**config.mk**
```make
export PLATFORM = sky130hd
export DESIGN_NAME = multicycle_ctrl_unit
export DESIGN_NICKNAME = d
export VERILOG_FILES = /design/src/rtl/multicycle_ctrl_unit.sv
export SDC_FILE = /design/constraint.sdc
export NUM_CORES = 1
export LEC_CHECK = 0
export ABC_AREA = 1
export BUFFER_PORTS_ARGS = -buffer_cell sky130_fd_sc_hd__buf_2
export CORE_UTILIZATION = 41
export DETAILED_ROUTE_END_ITERATION = 7
export GPL_TIMING_DRIVEN = 0
export PLACE_DENSITY = 0.85
export SYNTH_ARGS = -nofsm -noshare
export SYNTH_HDL_FRONTEND = slang
export SYNTH_SLANG_ARGS = --single-unit
```
**constraint.sdc**
```tcl
create_clock -name CLK -period 1.25 [get_ports CLK]
set_input_delay 0.1875 -clock CLK [delete_from_list [all_inputs] [get_ports CLK]]
set_output_delay 0.1875 -clock CLK [all_outputs]
set_load 0.01 [all_outputs]
```
**src/rtl/multicycle_ctrl_unit.sv**
```systemverilog
// Multi-cycle control unit for the 8-bit CPU.
// Sequences FETCH -> DECODE -> EXEC -> (MEM) -> WB, decodes the latched opcode
// into datapath controls and resolves j/beq into a PC select.
// Optional feature macro: CTRL_SHIFT_OPS_EN (opcodes 12-15 become shift/rotate ops).
module multicycle_ctrl_unit #(
    parameter int INSTR_W  = 32,
    parameter int OPCODE_W = 8,
    parameter int ALUOP_W  = 3
) (
    input  logic               CLK,
    input  logic               RESET,
    input  logic [INSTR_W-1:0] INSTRUCTION,
    input  logic               INSTR_VALID,
    input  logic               MEM_BUSYWAIT,
    input  logic               ZERO,
    output logic               WRITEENABLE,
    output logic [ALUOP_W-1:0] ALUOP,
    output logic               COMPLEMENT_FLAG,
    output logic               IMMEDIATE_FLAG,
    output logic               MEM_READ,
    output logic               MEM_WRITE,
    output logic               MEM_TO_REG,
    output logic [1:0]         PC_SEL,
    output logic               PC_UPDATE,
    output logic               ILLEGAL_OP,
    output logic [2:0]         STATE
);

    localparam logic [2:0] S_FETCH  = 3'd0;
    localparam logic [2:0] S_DECODE = 3'd1;
    localparam logic [2:0] S_EXEC   = 3'd2;
    localparam logic [2:0] S_MEM    = 3'd3;
    localparam logic [2:0] S_WB     = 3'd4;

    logic [2:0]          r_state;
    logic [2:0]          w_state_next;
    logic [OPCODE_W-1:0] r_opcode;

    // Registered control bundle, valid from EXEC until the return to FETCH
    logic [2:0] r_aluop;
    logic       r_comp, r_imm, r_we, r_rd, r_wr, r_m2r, r_j, r_beq, r_illegal;
    logic       r_zero;

    // Combinational decode of the latched opcode
    logic [2:0] w_dec_aluop;
    logic       w_dec_comp, w_dec_imm, w_dec_we, w_dec_rd, w_dec_wr;
    logic       w_dec_m2r, w_dec_j, w_dec_beq, w_dec_illegal;

    // Only the opcode field of the instruction word matters to control
    logic w_unused_operand;
    assign w_unused_operand = ^INSTRUCTION[INSTR_W-OPCODE_W-1:0];

    // State register
    always_ff @(posedge CLK or negedge RESET) begin
        if (!RESET) begin
            r_state <= S_FETCH;
        end else begin
            r_state <= w_state_next;
        end
    end

    // Next-state logic; unused codes fall back to FETCH
    always_comb begin
        w_state_next = S_FETCH;
        case (r_state)
            S_FETCH:  w_state_next = INSTR_VALID ? S_DECODE : S_FETCH;
            S_DECODE: w_state_next = S_EXEC;
            S_EXEC:   w_state_next = (r_rd || r_wr) ? S_MEM : S_WB;
            S_MEM:    w_state_next = MEM_BUSYWAIT ? S_MEM : S_WB;
            S_WB:     w_state_next = S_FETCH;
            default:  w_state_next = S_FETCH;
        endcase
    end

    // Opcode decode; the full opcode field is compared, so any high bit set is illegal
    always_comb begin
        w_dec_aluop   = 3'b000;
        w_dec_comp    = 1'b0;
        w_dec_imm     = 1'b0;
        w_dec_we      = 1'b0;
        w_dec_rd      = 1'b0;
        w_dec_wr      = 1'b0;
        w_dec_m2r     = 1'b0;
        w_dec_j       = 1'b0;
        w_dec_beq     = 1'b0;
        w_dec_illegal = 1'b0;
        case (r_opcode)
            OPCODE_W'(0):  begin w_dec_imm = 1'b1; w_dec_we = 1'b1; end
            OPCODE_W'(1):  begin w_dec_we = 1'b1; end
            OPCODE_W'(2):  begin w_dec_aluop = 3'b001; w_dec_we = 1'b1; end
            OPCODE_W'(3):  begin w_dec_aluop = 3'b001; w_dec_comp = 1'b1; w_dec_we = 1'b1; end
            OPCODE_W'(4):  begin w_dec_aluop = 3'b010; w_dec_we = 1'b1; end
            OPCODE_W'(5):  begin w_dec_aluop = 3'b011; w_dec_we = 1'b1; end
            OPCODE_W'(6):  begin w_dec_j = 1'b1; end
            OPCODE_W'(7):  begin w_dec_aluop = 3'b001; w_dec_comp = 1'b1; w_dec_beq = 1'b1; end
            OPCODE_W'(8):  begin w_dec_rd = 1'b1; w_dec_we = 1'b1; w_dec_m2r = 1'b1; end
            OPCODE_W'(9):  begin w_dec_imm = 1'b1; w_dec_rd = 1'b1; w_dec_we = 1'b1; w_dec_m2r = 1'b1; end
            OPCODE_W'(10): begin w_dec_wr = 1'b1; end
            OPCODE_W'(11): begin w_dec_imm = 1'b1; w_dec_wr = 1'b1; end
`ifdef CTRL_SHIFT_OPS_EN
            OPCODE_W'(12): begin w_dec_aluop = 3'b100; w_dec_imm = 1'b1; w_dec_we = 1'b1; end
            OPCODE_W'(13): begin w_dec_aluop = 3'b101; w_dec_imm = 1'b1; w_dec_we = 1'b1; end
            OPCODE_W'(14): begin w_dec_aluop = 3'b110; w_dec_imm = 1'b1; w_dec_we = 1'b1; end
            OPCODE_W'(15): begin w_dec_aluop = 3'b111; w_dec_imm = 1'b1; w_dec_we = 1'b1; end
`endif
            default:       begin w_dec_illegal = 1'b1; end
        endcase
    end

    // Opcode latch, control registers (loaded leaving DECODE, cleared on return to FETCH) and branch flag
    always_ff @(posedge CLK or negedge RESET) begin
        if (!RESET) begin
            r_opcode  <= '0;
            r_aluop   <= 3'b000;
            r_comp    <= 1'b0;
            r_imm     <= 1'b0;
            r_we      <= 1'b0;
            r_rd      <= 1'b0;
            r_wr      <= 1'b0;
            r_m2r     <= 1'b0;
            r_j       <= 1'b0;
            r_beq     <= 1'b0;
            r_illegal <= 1'b0;
            r_zero    <= 1'b0;
        end else begin
            if (r_state == S_FETCH && INSTR_VALID) begin
                r_opcode <= INSTRUCTION[INSTR_W-1 -: OPCODE_W];
            end
            if (r_state == S_DECODE) begin
                r_aluop   <= w_dec_aluop;
                r_comp    <= w_dec_comp;
                r_imm     <= w_dec_imm;
                r_we      <= w_dec_we;
                r_rd      <= w_dec_rd;
                r_wr      <= w_dec_wr;
                r_m2r     <= w_dec_m2r;
                r_j       <= w_dec_j;
                r_beq     <= w_dec_beq;
                r_illegal <= w_dec_illegal;
            end else if (w_state_next == S_FETCH) begin
                r_aluop   <= 3'b000;
                r_comp    <= 1'b0;
                r_imm     <= 1'b0;
                r_we      <= 1'b0;
                r_rd      <= 1'b0;
                r_wr      <= 1'b0;
                r_m2r     <= 1'b0;
                r_j       <= 1'b0;
                r_beq     <= 1'b0;
                r_illegal <= 1'b0;
            end
            if (r_state == S_EXEC) begin
                r_zero <= ZERO;
            end
        end
    end

    // Outputs decoded from registered state only, so reset clears them without a clock
    always_comb begin
        WRITEENABLE     = 1'b0;
        MEM_READ        = 1'b0;
        MEM_WRITE       = 1'b0;
        MEM_TO_REG      = 1'b0;
        PC_SEL          = 2'b00;
        PC_UPDATE       = 1'b0;
        ILLEGAL_OP      = 1'b0;
        ALUOP           = ALUOP_W'(r_aluop);
        COMPLEMENT_FLAG = r_comp;
        IMMEDIATE_FLAG  = r_imm;
        STATE           = r_state;
        case (r_state)
            S_EXEC: ILLEGAL_OP = r_illegal;
            S_MEM: begin
                MEM_READ  = r_rd;
                MEM_WRITE = r_wr;
            end
            S_WB: begin
                PC_UPDATE   = 1'b1;
                WRITEENABLE = r_we;
                MEM_TO_REG  = r_m2r;
                PC_SEL      = r_j ? 2'b01 : ((r_beq && r_zero) ? 2'b10 : 2'b00);
            end
            default: ;
        endcase
    end

endmodule
```
==> results.cfg <==
[hold_path]
hp-class = in -> reg
hold_depth = 3
worstHoldEndpoint = r_zero
worstHoldStart = ZERO

[global_routing]
grt_max_degree = 23
antenna_found_initial = 0
grt.overflow.total = 0
grt_pass1_vias = 854
grt_pass1_wl_mm = 3.553
grt_use_total_pct = 17.32

[setup_path]
cpMaxStageDelayCell = dfrtp_2
crit_type = reg -> out
startpoint_type = flop
rrSetupSlack_ns = -0.11
end_kind = primary output
reg2reg_depth = 4
max_stage_delay_ns = 0.46
crit_chain = nor2_2 -> nand2_2 -> nor2_1 -> buf_2
worstPathMaxFanout = 5
critical_path_arrival_ns = 1.27
timing.rr.start = STATE[0]
required_ns = 1.06
r2r_end = r_opcode[6]

[routing]
drc = 0
vias_per_cell = 4.734
drtAntennaViolNets = 0
wirelength_mm = 2.335
wl_per_cell_um = 10.71
first_iter_violations = 14
via_count = 1032
firstDrtPassIters = 4

[final_layout]
stdcell_count = 218
multiInputGateArea_sq_um = 549.3
nFillCells = 248
num_antenna_cells = 0
area_delta_synth_final_pct = 32.90
drive_gt1_share_pct = 36.70
seq_area_sq_um = 553.0
fin_area_sq_um = 1541
final_net_count = 226

[logic_synthesis]
synth_cell_types = 17
synth_cells = 147
synthAdderAreaFrac_pct = 0
avgSynthCellArea_sq_um = 7.890
synth_fp_nets = 184
yosys.area.top_type_share_pct = 47.46
yosysSeqAreaShare_pct = 47.46
yosys-top-cells-area = dfrtp_1, nand2_1, inv_1
synth-warning-count = 0
synthTopCellsByCount = nand2_1, inv_1, nor2_1, dfrtp_1
synth_top_family_by_area = simple AND/OR/NAND/NOR gates
yosys.area_share.simple_pct = 28.48
synth_area_leader_cell = dfrtp_1
ys.flop_type = dfrtp_1
post-synth-top-count-cell = nand2_1
synth_compound_area_share_pct = 8.198
synth-seq-cells = 22
synth_area_sq_um = 1160
synthMuxAreaShare_pct = 4.531
async_reset_ff_share_pct = 100.0
synth_xor_area_share_pct = 0
synth_edf_count = 0

[timing]
post-route-min-period_ns = 1.461
layout_setup_ws_ns = -0.2107
rsz0062_at_grt = yes
hold_ws_ns = 0.08989
drv_slew = 0
skew_ns = 0.004859
setup_viol = 22
finalSetupTns_ns = -2.357
finalCritPeriodShare_pct = 116.9
finalHoldViolations = 0
max_freq_ghz = 0.6846

[clock_network]
root_buffer = clkbuf_4
insertion_delay_ns = 0.30
cts_buffers = 3
cts_sinks = 22
htreeDepth = 1
path_clk_slew_ns = 0.12
cts_buffer_depth = 2
cts_tree = built

[power]
p_sw_share_pct = 40.84
power.internal_uw = 1733
total_power_uw = 2930
leakage_uw = 0.0008824
comb_power_share_pct = 50.7
p_per_area_nw_per_um2 = 1901
pwr-share-seq_pct = 38.2
switchingPower_uw = 1196
clockPowerShare_pct = 11.2
ir_drop_v = 0.001284

[die]
die_x_um = 55.19
start_util_pct = 45.18
die_height_um = 55.19
ios = 53
die-area_sq_um = 3045
num_rows = 18
core-area_sq_um = 2567

[placement]
dpl_cell_area_sq_um = 1338
portBuffers = 27
place_inst = 204
dpl.hpwl_mm = 1.616
gp_congestion = 0.8938

[status]
violations = setup timing
status = complete, but fails checks

[run]
cap_viol_max_count = 0
-- area by class of cell --
class	instances	area share [%]
plain buffers	4	2.679
clock buffers	4	1.705
inverters	26	6.493
multi-input cells	95	35.63
flip-flops and latches	22	35.88
well taps	30	2.435
repair buffers	37	15.18
-- state kept, by name, indices dropped and copies added, names as in the netlist --
register,flops
r_j,1
r_beq,1
r_wr,1
r_opcode,8
r_zero,1
COMPLEMENT_FLAG,1
ALUOP,2
r_we,1
r_illegal,1
r_m2r,1
IMMEDIATE_FLAG,1
STATE,3
-- layer usage --
metal | routed length [um] | GRT usage (%) | part of all wire (%) | vias up
met5 | 0 | 0 | 0 | -
met4 | 46 | 10.00 | 2.0 | 0
met3 | 78 | 3.279 | 3.3 | 4
met2 | 1162 | 29.72 | 50 | 25
met1 | 1047 | 20.00 | 45 | 461
li1 | - | - | - | 542
-- cells in the final DEF, fill, tap and decap left out --
| cell type | instances |
|---|---|
| clkbuf_1 | 1 |
| buf_6 | 8 |
| dfrtp_1 | 20 |
| nand2_1 | 31 |
| mux2_2 | 2 |
| nor2_1 | 19 |
| inv_1 | 20 |
| o21bai_1 | 9 |
| inv_4 | 1 |
| nand4_1 | 4 |
| dlygate4sd3_1 | 1 |
| dfrtp_2 | 2 |
| a21oi_1 | 4 |
| nand3_2 | 2 |
| nor2_4 | 1 |
| mux2_4 | 2 |
| nand2_2 | 2 |
| nand3b_1 | 1 |
| nor2_2 | 5 |
| nand3_4 | 2 |
| nand3_1 | 8 |
| conb_1 | 1 |
| o21bai_4 | 1 |
| buf_2 | 26 |
| buf_4 | 6 |
| clkbuf_4 | 3 |
| nor3_4 | 1 |
| inv_2 | 5 |
-- power by group through the flow --
stage               sequential [uW]  combinational (uW)  clock (uW)
floorplan                      1100                 765           0
global placement               1100                 999           0
detailed placement             1120                1020           0
CTS                            1110                1320         345
global route                   1160                1660         365
finish                         1120                1480         327
-- metrics by stage --
step | utilization [%] | worst slack, ns
after floorplan | - | -0.0004786
after global placement | 52.10 | -0.05780
after detailed placement | 52.10 | -0.07418
after CTS | 57.50 | -0.2304
after global routing | 60.04 | -0.3423
final | 60.04 | -0.2107
-- worst max-delay path by stage --
stage	start	endpoint	cells past startpoint
CTS	STATE[2]	ILLEGAL_OP	4
global route	STATE[1]	ILLEGAL_OP	5
finish	STATE[0]	MEM_TO_REG	4
global placement	STATE[0]	r_opcode[6]	4
detailed placement	STATE[0]	r_opcode[7]	4
floorplan	STATE[0]	r_opcode[6]	4
-- critical path: cells and delay by family (launching register included) --
kind / cells / cell delay, ns
flip-flops: 1 / 0.46
AND/OR/NAND/NOR: 3 / 0.37
buffers and inverters: 1 / 0.14
-- cells by family (layout without fill, tap and decap cells) --
group / Yosys count / in the layout
and+or+nand+nor: 76 / 76
muxes: 4 / 4
buffers and inverters: 30 / 71
AOI/OAI and AO/OA: 14 / 14
other: 1 / 1
DFF: 22 / 22
-- timing repair --
item	4_1_cts	5_1_grt
gates cloned	1	1
endpoints found under the hold margin	22	0
setup buffers	6	1
hold buffers	1	0
pin swaps	2	6
endpoints found under the setup margin	18	27
resized for setup	17	14
Note: power is estimated with default switching activity, not from simulation.
